`src/rtl/apu_pkg.sv`:
```
// Shared constants, state encoding and LFSR step for the multi-voice APU.
package apu_pkg;

  // Per-voice waveform selection.
  localparam logic [1:0] MODE_SQUARE = 2'd0;
  localparam logic [1:0] MODE_SAW    = 2'd1;
  localparam logic [1:0] MODE_NOISE  = 2'd2;
  localparam logic [1:0] MODE_OFF    = 2'd3;

  // Envelope state of one voice.
  typedef enum logic [1:0] {
    ST_IDLE  = 2'd0,
    ST_HOLD  = 2'd1,
    ST_DECAY = 2'd2
  } voice_state_t;

  localparam logic [3:0] VOL_MAX   = 4'd15;
  localparam logic [7:0] LFSR_SEED = 8'hA5;
  localparam logic [7:0] LFSR_TAPS = 8'hB8;

  // One step of the right-shifting 8-bit Galois LFSR.
  function automatic logic [7:0] lfsr_next(input logic [7:0] cur);
    logic [7:0] nxt;
    nxt = cur >> 1;
    if (cur[0]) nxt = nxt ^ LFSR_TAPS;
    return nxt;
  endfunction

endpackage

```
`src/rtl/apu_voice.sv`:
```
// One sound voice: hold/decay envelope FSM, phase oscillator, noise LFSR
// and the 4-bit sample it contributes to the mix.
module apu_voice
  import apu_pkg::*;
#(
  parameter int PERIOD_BITS = 16,
  parameter int LOG2_STEP   = 2,
  parameter int DUR_BITS    = 8
) (
  input  logic                   clk,
  input  logic                   reset,
  input  logic                   tick,
  input  logic                   trig,
  input  logic [1:0]             mode,
  input  logic [PERIOD_BITS-1:0] period,
  input  logic [DUR_BITS-1:0]    duration,
  output logic                   busy,
  output logic [3:0]             sample
);

  localparam logic [PERIOD_BITS-1:0] STEP = PERIOD_BITS'(1) << LOG2_STEP;

  voice_state_t            state, state_next;
  logic [DUR_BITS-1:0]     hold_cnt, hold_next;
  logic [3:0]              vol, vol_next;
  logic [1:0]              mode_q;
  logic [PERIOD_BITS-1:0]  period_q;
  logic [PERIOD_BITS-1:0]  phase;
  logic                    sq;
  logic [7:0]              lfsr;
  logic                    frozen;
  logic                    wrap;
  logic [7:0]              saw_prod;

  // A latched period shorter than one phase step cannot produce a tone.
  assign frozen   = period_q < STEP;
  assign wrap     = phase[PERIOD_BITS-1:LOG2_STEP] == '0;
  assign saw_prod = {4'b0, phase[PERIOD_BITS-1 -: 4]} * {4'b0, vol};
  assign busy     = state != ST_IDLE;

  // Envelope state register.
  always_ff @(posedge clk) begin
    // NOTE: sequential state uses non-blocking assignment so every flop
    // updates from pre-edge values regardless of statement order.
    if (reset) begin
      state    <= ST_IDLE;
      hold_cnt <= '0;
      vol      <= '0;
    end else begin
      state    <= state_next;
      hold_cnt <= hold_next;
      vol      <= vol_next;
    end
  end

  // Envelope next-state: a trigger restarts the note and masks a same-cycle tick.
  always_comb begin
    // NOTE: defaults first so every path assigns every output; no latches.
    state_next = state;
    hold_next  = hold_cnt;
    vol_next   = vol;
    if (trig) begin
      hold_next  = duration;
      vol_next   = VOL_MAX;
      state_next = (duration == '0) ? ST_DECAY : ST_HOLD;
    end else if (tick) begin
      case (state)
        ST_HOLD: begin
          hold_next = hold_cnt - 1'b1;
          if (hold_cnt <= DUR_BITS'(1)) state_next = ST_DECAY;
        end
        ST_DECAY: begin
          if (vol <= 4'd1) begin
            vol_next   = '0;
            state_next = ST_IDLE;
          end else begin
            vol_next = vol - 4'd1;
          end
        end
        default: ;
      endcase
    end
  end

  // Oscillator: config latch on trigger, phase countdown with reload on wrap.
  always_ff @(posedge clk) begin
    if (reset) begin
      mode_q   <= MODE_SQUARE;
      period_q <= '0;
      phase    <= '0;
      sq       <= 1'b0;
      lfsr     <= LFSR_SEED;
    end else if (trig) begin
      mode_q   <= mode;
      period_q <= period;
      phase    <= period;
    end else if (state != ST_IDLE && !frozen) begin
      if (wrap) begin
        phase <= phase + period_q - STEP;
        sq    <= ~sq;
        lfsr  <= lfsr_next(lfsr);
      end else begin
        phase <= phase - STEP;
      end
    end
  end

  // Sample selection from the current waveform and envelope volume.
  always_comb begin
    sample = '0;
    if (state != ST_IDLE && !frozen) begin
      case (mode_q)
        MODE_SQUARE: sample = sq ? vol : 4'd0;
        MODE_SAW:    sample = saw_prod[7:4];
        MODE_NOISE:  sample = lfsr[0] ? vol : 4'd0;
        default:     sample = '0;
      endcase
    end
  end

endmodule

```
`src/rtl/apu_multi_voice.sv`:
```
// Multi-voice sound-effect generator: N_CH voices summed and emitted as PWM.
module apu_multi_voice
  import apu_pkg::*;
#(
  parameter int N_CH        = 3,
  parameter int PERIOD_BITS = 16,
  parameter int LOG2_STEP   = 2,
  parameter int DUR_BITS    = 8,
  parameter int PWM_BITS    = 8
) (
  input  logic                          clk,
  input  logic                          reset,
  input  logic                          tick,
  input  logic [N_CH-1:0]               trig,
  input  logic [2*N_CH-1:0]             mode,
  input  logic [PERIOD_BITS*N_CH-1:0]   period,
  input  logic [DUR_BITS*N_CH-1:0]      duration,
  output logic [N_CH-1:0]               busy,
  output logic                          sound
);

  localparam int MIX_W = 4 + $clog2(N_CH);

  logic [3:0]          sample [N_CH];
  logic [MIX_W-1:0]    mix;
  logic [PWM_BITS-1:0] mix_aligned;
  logic [PWM_BITS-1:0] pwm_cnt;

  for (genvar i = 0; i < N_CH; i++) begin : g_voice
    apu_voice #(
      .PERIOD_BITS (PERIOD_BITS),
      .LOG2_STEP   (LOG2_STEP),
      .DUR_BITS    (DUR_BITS)
    ) u_voice (
      .clk      (clk),
      .reset    (reset),
      .tick     (tick),
      .trig     (trig[i]),
      .mode     (mode[2*i +: 2]),
      .period   (period[PERIOD_BITS*i +: PERIOD_BITS]),
      .duration (duration[DUR_BITS*i +: DUR_BITS]),
      .busy     (busy[i]),
      .sample   (sample[i])
    );
  end

  // Unsigned mix; MIX_W is wide enough that the sum can never overflow.
  always_comb begin
    mix = '0;
    for (int i = 0; i < N_CH; i++) mix = mix + MIX_W'(sample[i]);
  end

  // Left-align the mix so full scale spans the PWM timebase.
  assign mix_aligned = PWM_BITS'(mix) << (PWM_BITS - MIX_W);

  // Free-running PWM timebase and registered comparator output.
  always_ff @(posedge clk) begin
    if (reset) begin
      pwm_cnt <= '0;
      sound   <= 1'b0;
    end else begin
      pwm_cnt <= pwm_cnt + 1'b1;
      sound   <= mix_aligned > pwm_cnt;
    end
  end

endmodule
```
`config.mk`:
```
export PLATFORM = sky130hd
export DESIGN_NAME = apu_multi_voice
export DESIGN_NICKNAME = d
export VERILOG_FILES = /design/src/rtl/apu_pkg.sv /design/src/rtl/apu_voice.sv /design/src/rtl/apu_multi_voice.sv
export SDC_FILE = /design/constraint.sdc
export NUM_CORES = 1
export LEC_CHECK = 0
export ABC_AREA = 1
export CAP_MARGIN = 20
export CORE_AREA = 4 4 244 246
export DETAILED_ROUTE_END_ITERATION = 10
export DIE_AREA = 0 0 248 250
export PLACE_DENSITY = 0.44
export SYNTH_ARGS = -nofsm -noshare
export SYNTH_HDL_FRONTEND = slang
export SYNTH_SLANG_ARGS = --single-unit
```
`constraint.sdc`:
```
create_clock -name clk -period 7.56 [get_ports clk]
set_input_delay 1.134 -clock clk [delete_from_list [all_inputs] [get_ports clk]]
set_output_delay 1.134 -clock clk [all_outputs]
set_load 0.01 [all_outputs]
```
### Yosys cells after proc, flatten, opt, wreduce, memory -nomap -nowiden

Cells that the tools add are included.

* register bits: 180
* input bits: 84
* output and inout bits: 4
* logic and storage cells: 192

* $add $sub $neg: 18
* $mul: 3
* magnitude comparators: 10
* eq/ne operators: 18
* multiplexer cells: 63
* bitwise gates (word level): 9
* reduce and logical (&&, ||, !) cells: 45

Operators with widths (count)
* 16-bit 2-to-1 mux: 9
* 8-bit 2-to-1 mux: 12
* 16-bit by 3-bit subtractor with 16-bit output, second input constant: 6
* 4-bit 2-to-1 mux: 21
* 16-bit adder: 3
* 16-bit by 3-bit < comparator with 1-bit output, second input constant: 3
* 14-bit logical NOT: 3
* 4-bit case mux with 3 select lines: 3
* 2-bit 2-to-1 mux: 15
* 2-bit nonzero test: 15
* 8-bit by 1-bit <= comparator with 1-bit output, second input constant: 3
* 8-bit logical NOT: 3
* 4-bit by 4-bit multiplier with 8-bit output: 3
* 8-bit by 1-bit subtractor with 8-bit output, second input constant: 3
* 3-bit by 2-bit inequality test with 1-bit output, second input constant: 6
* 2-bit by 1-bit equality test with 1-bit output, second input constant: 6
* 2-bit equality test, second input constant: 6
* 4-bit by 1-bit <= comparator with 1-bit output, second input constant: 3
* 3-bit NOT with 4-bit output: 3
* 2-bit case mux with 2 select lines: 3
* 2-bit AND reduction: 6
* 4-bit AND reduction: 3
* 4-bit by 1-bit subtractor with 4-bit output, second input constant: 3
* 3-bit AND reduction: 3
* 9 further kinds: 22

### Longest topological paths before layout

* depth after elaboration: 7
* depth in mapped cells: 26
* depth with buffers taken out: 25

### By module

From an unflattened synthesis, not the netlist that was laid out.

* cells, all modules: 2252
* area total of the unflattened synthesis: 14547.7 µm²

Modules (own cells, without submodules)
* apu_voice (g_voice[1].u_voice): instances 1, cells each 718, area each 4667.0 µm², seq. area each 1141.1 µm²
* apu_voice (g_voice[2].u_voice): instances 1, cells each 723, area each 4611.9 µm², seq. area each 1141.1 µm²
* apu_voice (g_voice[0].u_voice): instances 1, cells each 713, area each 4530.6 µm², seq. area each 1141.1 µm²
* apu_multi_voice: instances 1, cells each 98, area each 738.2 µm², seq. area each 180.2 µm²

### Least setup slack after synthesis

OpenSTA, ideal clock, no wires.

* path type: reg2reg
* from: reg g_voice[1].u_voice.vol[3]
* to: reg sound
* arrival: 4.471 ns
* required time: 7.443 ns
* setup slack: 2.972 ns
* stages on the path, launching flop included: 21
* path buffers: 1
* cell sequence: dfxtp_1 -> clkbuf_1 -> nand2_1 -> fa_1 -> inv_1 -> fa_1 -> ha_1 -> a21oi_1 -> nand2_1 -> a21oi_1 -> o21ai_0 -> a21oi_1 -> fa_1 -> ha_1 -> fa_1 -> xor2_1 -> ha_1 -> a21oi_1 -> o21ai_0 -> o221ai_1 -> inv_1

* cells in the longest elaborated chain, start to end: 6

RTL lines
* from (decl): line apu_voice.sv:25 `logic [3:0] vol, vol_next;`
* from (signal assigned): line apu_voice.sv:52 `vol <= vol_next;`
* 4-bit by 4-bit multiplier with 8-bit output (tied with other cells): line apu_voice.sv:38 `assign saw_prod = {4'b0, phase[PERIOD_BITS-1 -: 4]} * {4'b0, vol};`
* 4-bit case mux with 3 select lines (*): line apu_voice.sv:112 `case (mode_q)`
* 4-bit 2-to-1 mux (*): line apu_voice.sv:111 `if (state != ST_IDLE && !frozen) begin`
* 4-bit by 4-bit adder with 5-bit output (*): line apu_multi_voice.sv:50 `for (int i = 0; i < N_CH; i++) mix = mix + MIX_W'(sample[i]);`
* 5-bit by 4-bit adder with 6-bit output (*): line apu_multi_voice.sv:50
* 8-bit greater-than comparator (*): line apu_multi_voice.sv:63 `sound <= mix_aligned > pwm_cnt;`
* to (signal assigned): line apu_multi_voice.sv:63
* to (decl): line apu_multi_voice.sv:19 `output logic sound`

Mark *: on every way between the ends. The rest lies on a longest branch, timed or not.
A chain may end at the register's enable or synchronous reset.

### Worst setup path in the final report

* from: reg g_voice[2].u_voice.vol[3]
* to: reg sound

* cells in the longest elaborated chain, start to end: 5

RTL lines (line)
* from (decl): apu_voice.sv:25
* from (signal assigned): apu_voice.sv:52
* 4-bit by 4-bit multiplier with 8-bit output (tied with other cells): apu_voice.sv:38
* 4-bit case mux with 3 select lines (*): apu_voice.sv:112
* 4-bit 2-to-1 mux (*): apu_voice.sv:111
* 5-bit by 4-bit adder with 6-bit output (*): apu_multi_voice.sv:50
* 8-bit greater-than comparator (*): apu_multi_voice.sv:63

Marks and branches as above.

==> flow_metrics.env <==
export IMPL_run_status="completed"
export IMPL_first_pass_iters=6
export IMPL_drcViolationCount=0
export IMPL_clk_latency_ns=0.49
export IMPL_vdd_drop_max_uv=187
export IMPL_worstPathArrival_ns=5.40
export IMPL_fillerInstances=6378
export IMPL_crit_path_end="sound"
export IMPL_drt_wl_total_mm=40.9
export IMPL_end_kind="flop"
export IMPL_hold_path_class="reg -> reg"
export IMPL_root_buffer="clkbuf_16"
export IMPL_core_um2=57400
export IMPL_reg2reg_depth=24
export IMPL_syn_cell_area_um2=14200
export IMPL_r2r_end="sound"
export IMPL_synthCells=2153
export IMPL_finalSetupTns_ns=0
export IMPL_cts_tree="yes"
export IMPL_start_util=0.248
export IMPL_postSynthAreaPerCell_um2=6.62
export IMPL_hold_viol_final=0
export IMPL_portBuffers=87
export IMPL_holdBufCountCts=0
export IMPL_place_congestion=0.819
export IMPL_post_cts_buffers=0
export IMPL_cts_max_level=4
export IMPL_clockBufferDepth=2
export IMPL_avgRoutedWirePerCell_um=13.8
export IMPL_grt_overflow=0
export IMPL_slew_headroom=0.387
export IMPL_rsz0062_at_grt="false"
export IMPL_finalCritPeriodShare=0.656
export IMPL_die_area_um2=62000
export IMPL_grt_util_met3=0.0276
export IMPL_fmax_mhz=202
export IMPL_worstPathMaxFanout=9
export IMPL_antenna_left=0
export IMPL_required_ns=8.00
export IMPL_fp_dieH_um=250
export IMPL_final_layout_size_suffix_gt1_frac=0.0523
export IMPL_fin_skew_ns=0.0110
export IMPL_final_max_slew_viol_count=0
export IMPL_antenna_found_initial=0
export IMPL_area_growth_pct=14.6
export IMPL_grt_busiest_layer="met2"
export IMPL_startpoint="g_voice[2].u_voice.vol[3]"
export IMPL_critical_path_class="reg -> reg"
export IMPL_async_reset_ff_frac=0
export IMPL_antenna_cells=0
export IMPL_fin_util=0.285
export IMPL_vias=13387
export IMPL_grt_max_degree=74
export IMPL_power_density_nw_per_um2=199
export IMPL_final_nets=2430
export IMPL_hpwl_mm=31.0
export IMPL_synth_top_cell_area_share=0.253
export IMPL_synth_net_count=2397
export IMPL_globalRouteMet2Util=0.226
export IMPL_die_w_um=248
export IMPL_clkTransAtPathRegs_ns=0.07
export IMPL_grt_usage=0.134
export IMPL_r2r_start="g_voice[2].u_voice.vol[3]"
export IMPL_grt_pass1_vias=13160
export IMPL_synth_top_cell_by_area="dfxtp_1"
export IMPL_ys_seq_elements=180
export IMPL_row_count=88
export IMPL_leakage_nw=7.67
export IMPL_period_needed_ns=4.96
export IMPL_cts_buffers=17
export IMPL_synthTopCellsByArea="dfxtp_1 25%, nand2_1 15%, ha_1 13%"
export IMPL_synth_cell_types=54
export IMPL_cts_sink_count=180
export IMPL_io_pins=88
export IMPL_synth_seq_area_share=0.253
export IMPL_viasPerCell=4.52
export IMPL_setup_violations=0
export IMPL_power_mw=3.24
export IMPL_cap_viol_max_count=0
export IMPL_drt_iter0_drc=732
export IMPL_synth_ff_type="dfxtp_1"
export IMPL_postCtsResizedCells=0
export IMPL_grt_pass1_wl_mm=67.0
export IMPL_start_kind="flop"
export IMPL_grt_util_met1=0.175
export IMPL_synth_edff_count=0
export IMPL_tightestPinTransition_ns=0.919
export IMPL_yosysWarnings=0
export IMPL_reg2reg_slack_ns=2.60
synthesized netlist by cell type (all sizes together), types with 17 or more instances:
master and number:
inv 354, xor2 59, o21ai 93, nand3 111, o211ai 32, clkbuf 41, fa 17, buf 38
a21oi 210, nand4 32, dfxtp 180, nor2 146, ha 143, nor3 31, xnor2 17, nand2 560
a31oi 29
logic make-up (layout without fill, tap and decap cells):
logic type	Yosys count	count (layout)	share of synthesized area
compound gates	396	396	0.157
fa+ha+maj	160	160	0.149
buf+inv	434	480	0.120
flops	180	180	0.253
xor+xnor	76	76	0.0467
simple gates	907	907	0.274
report_power, final:
| group | internal [mW] | switching, mW | total (mW) |
|---|---|---|---|
| registers | 1.02 | 0.0787 | 1.10 |
| logic | 0.462 | 0.752 | 1.21 |
| clock network | 0.497 | 0.436 | 0.933 |
| total | 1.98 | 1.27 | 3.24 |
worst max-delay path: stages (launching register included):
cell      delay, ns
dfxtp_1        0.54
nand2_1        0.14
fa_1           0.57
inv_1          0.06
fa_1           0.41
ha_1           0.34
a21oi_1        0.21
nor2_1         0.06
nor3b_1        0.18
nand2_1        0.08
or2_2          0.27
nand3_1        0.07
nand2_1        0.05
nand2_1        0.08
fa_1           0.41
inv_1          0.07
ha_1           0.27
nand3_1        0.11
nand3_1        0.10
xnor2_1        0.14
ha_1           0.29
nand4_1        0.10
a21oi_1        0.14
o221ai_1       0.12
inv_1          0.09
final cells by class:
type,count,area (um^2),area share
multi-input cells,1539,8940,0.547
flip-flops and latches,180,3600,0.221
inverters,355,1340,0.0822
well taps,765,957,0.0586
repair buffers,93,898,0.0550
clock buffers,18,439,0.0269
clock inverters,14,150,0.00920
layout by cell type, fill, tap and decap left out, drive strengths merged, types with 8 or more instances in the layout:
cell type	count
xnor2	17
fa	17
nand3	111
nor2	146
dfxtp	180
a221oi	8
inv	358
clkdlybuf4s50	83
or2	8
o211ai	32
nand4	32
buf	10
nand2	560
clkbuf	18
ha	143
xor2	59
a21oi	210
o21ai	93
a31oi	29
nor3	31
metrics by stage:
stage | hold WS [ns] | area [um^2] | worst slack [ns] | std cells
after floorplan | 0.429 | 14200 | 2.97 | 2153
after CTS | 0.453 | 16300 | 2.59 | 2964
final | 0.457 | 16300 | 2.60 | 2964
after detailed placement | 0.443 | 15700 | 2.61 | 2932
after global routing | 0.479 | 16300 | 2.22 | 2964
after global placement | 0.438 | 15700 | 2.66 | 2932
registers in the layout, summed over array words and instances, names as in the netlist:
signal,cells
g_voice.u_voice.state,6
g_voice.u_voice.mode_q,6
g_voice.u_voice.phase,48
sound,1
g_voice.u_voice.vol,12
pwm_cnt,8
g_voice.u_voice.hold_cnt,24
g_voice.u_voice.lfsr,24
g_voice.u_voice.sq,3
g_voice.u_voice.period_q,48
routing by layer:
layer	up-vias	part of all wire
li1	7030	-
met1	6167	0.48
met2	161	0.47
met3	29	0.030
met4	0	0.012
met5	-	0
worst min-delay path by stage:
stage	from	to	slack, ns	cells past startpoint
4_1_cts	g_voice[2].u_voice.lfsr[1]	g_voice[2].u_voice.lfsr[0]	0.45	2
3_3_place_gp	g_voice[2].u_voice.lfsr[1]	g_voice[2].u_voice.lfsr[0]	0.44	2
6_report	g_voice[2].u_voice.lfsr[1]	g_voice[2].u_voice.lfsr[0]	0.46	2
3_5_place_dp	g_voice[2].u_voice.lfsr[1]	g_voice[2].u_voice.lfsr[0]	0.44	2
5_1_grt	g_voice[2].u_voice.lfsr[1]	g_voice[2].u_voice.lfsr[0]	0.48	2
2_1_floorplan	g_voice[2].u_voice.lfsr[1]	g_voice[2].u_voice.lfsr[0]	0.43	2
(Power assumes the default switching activity.)
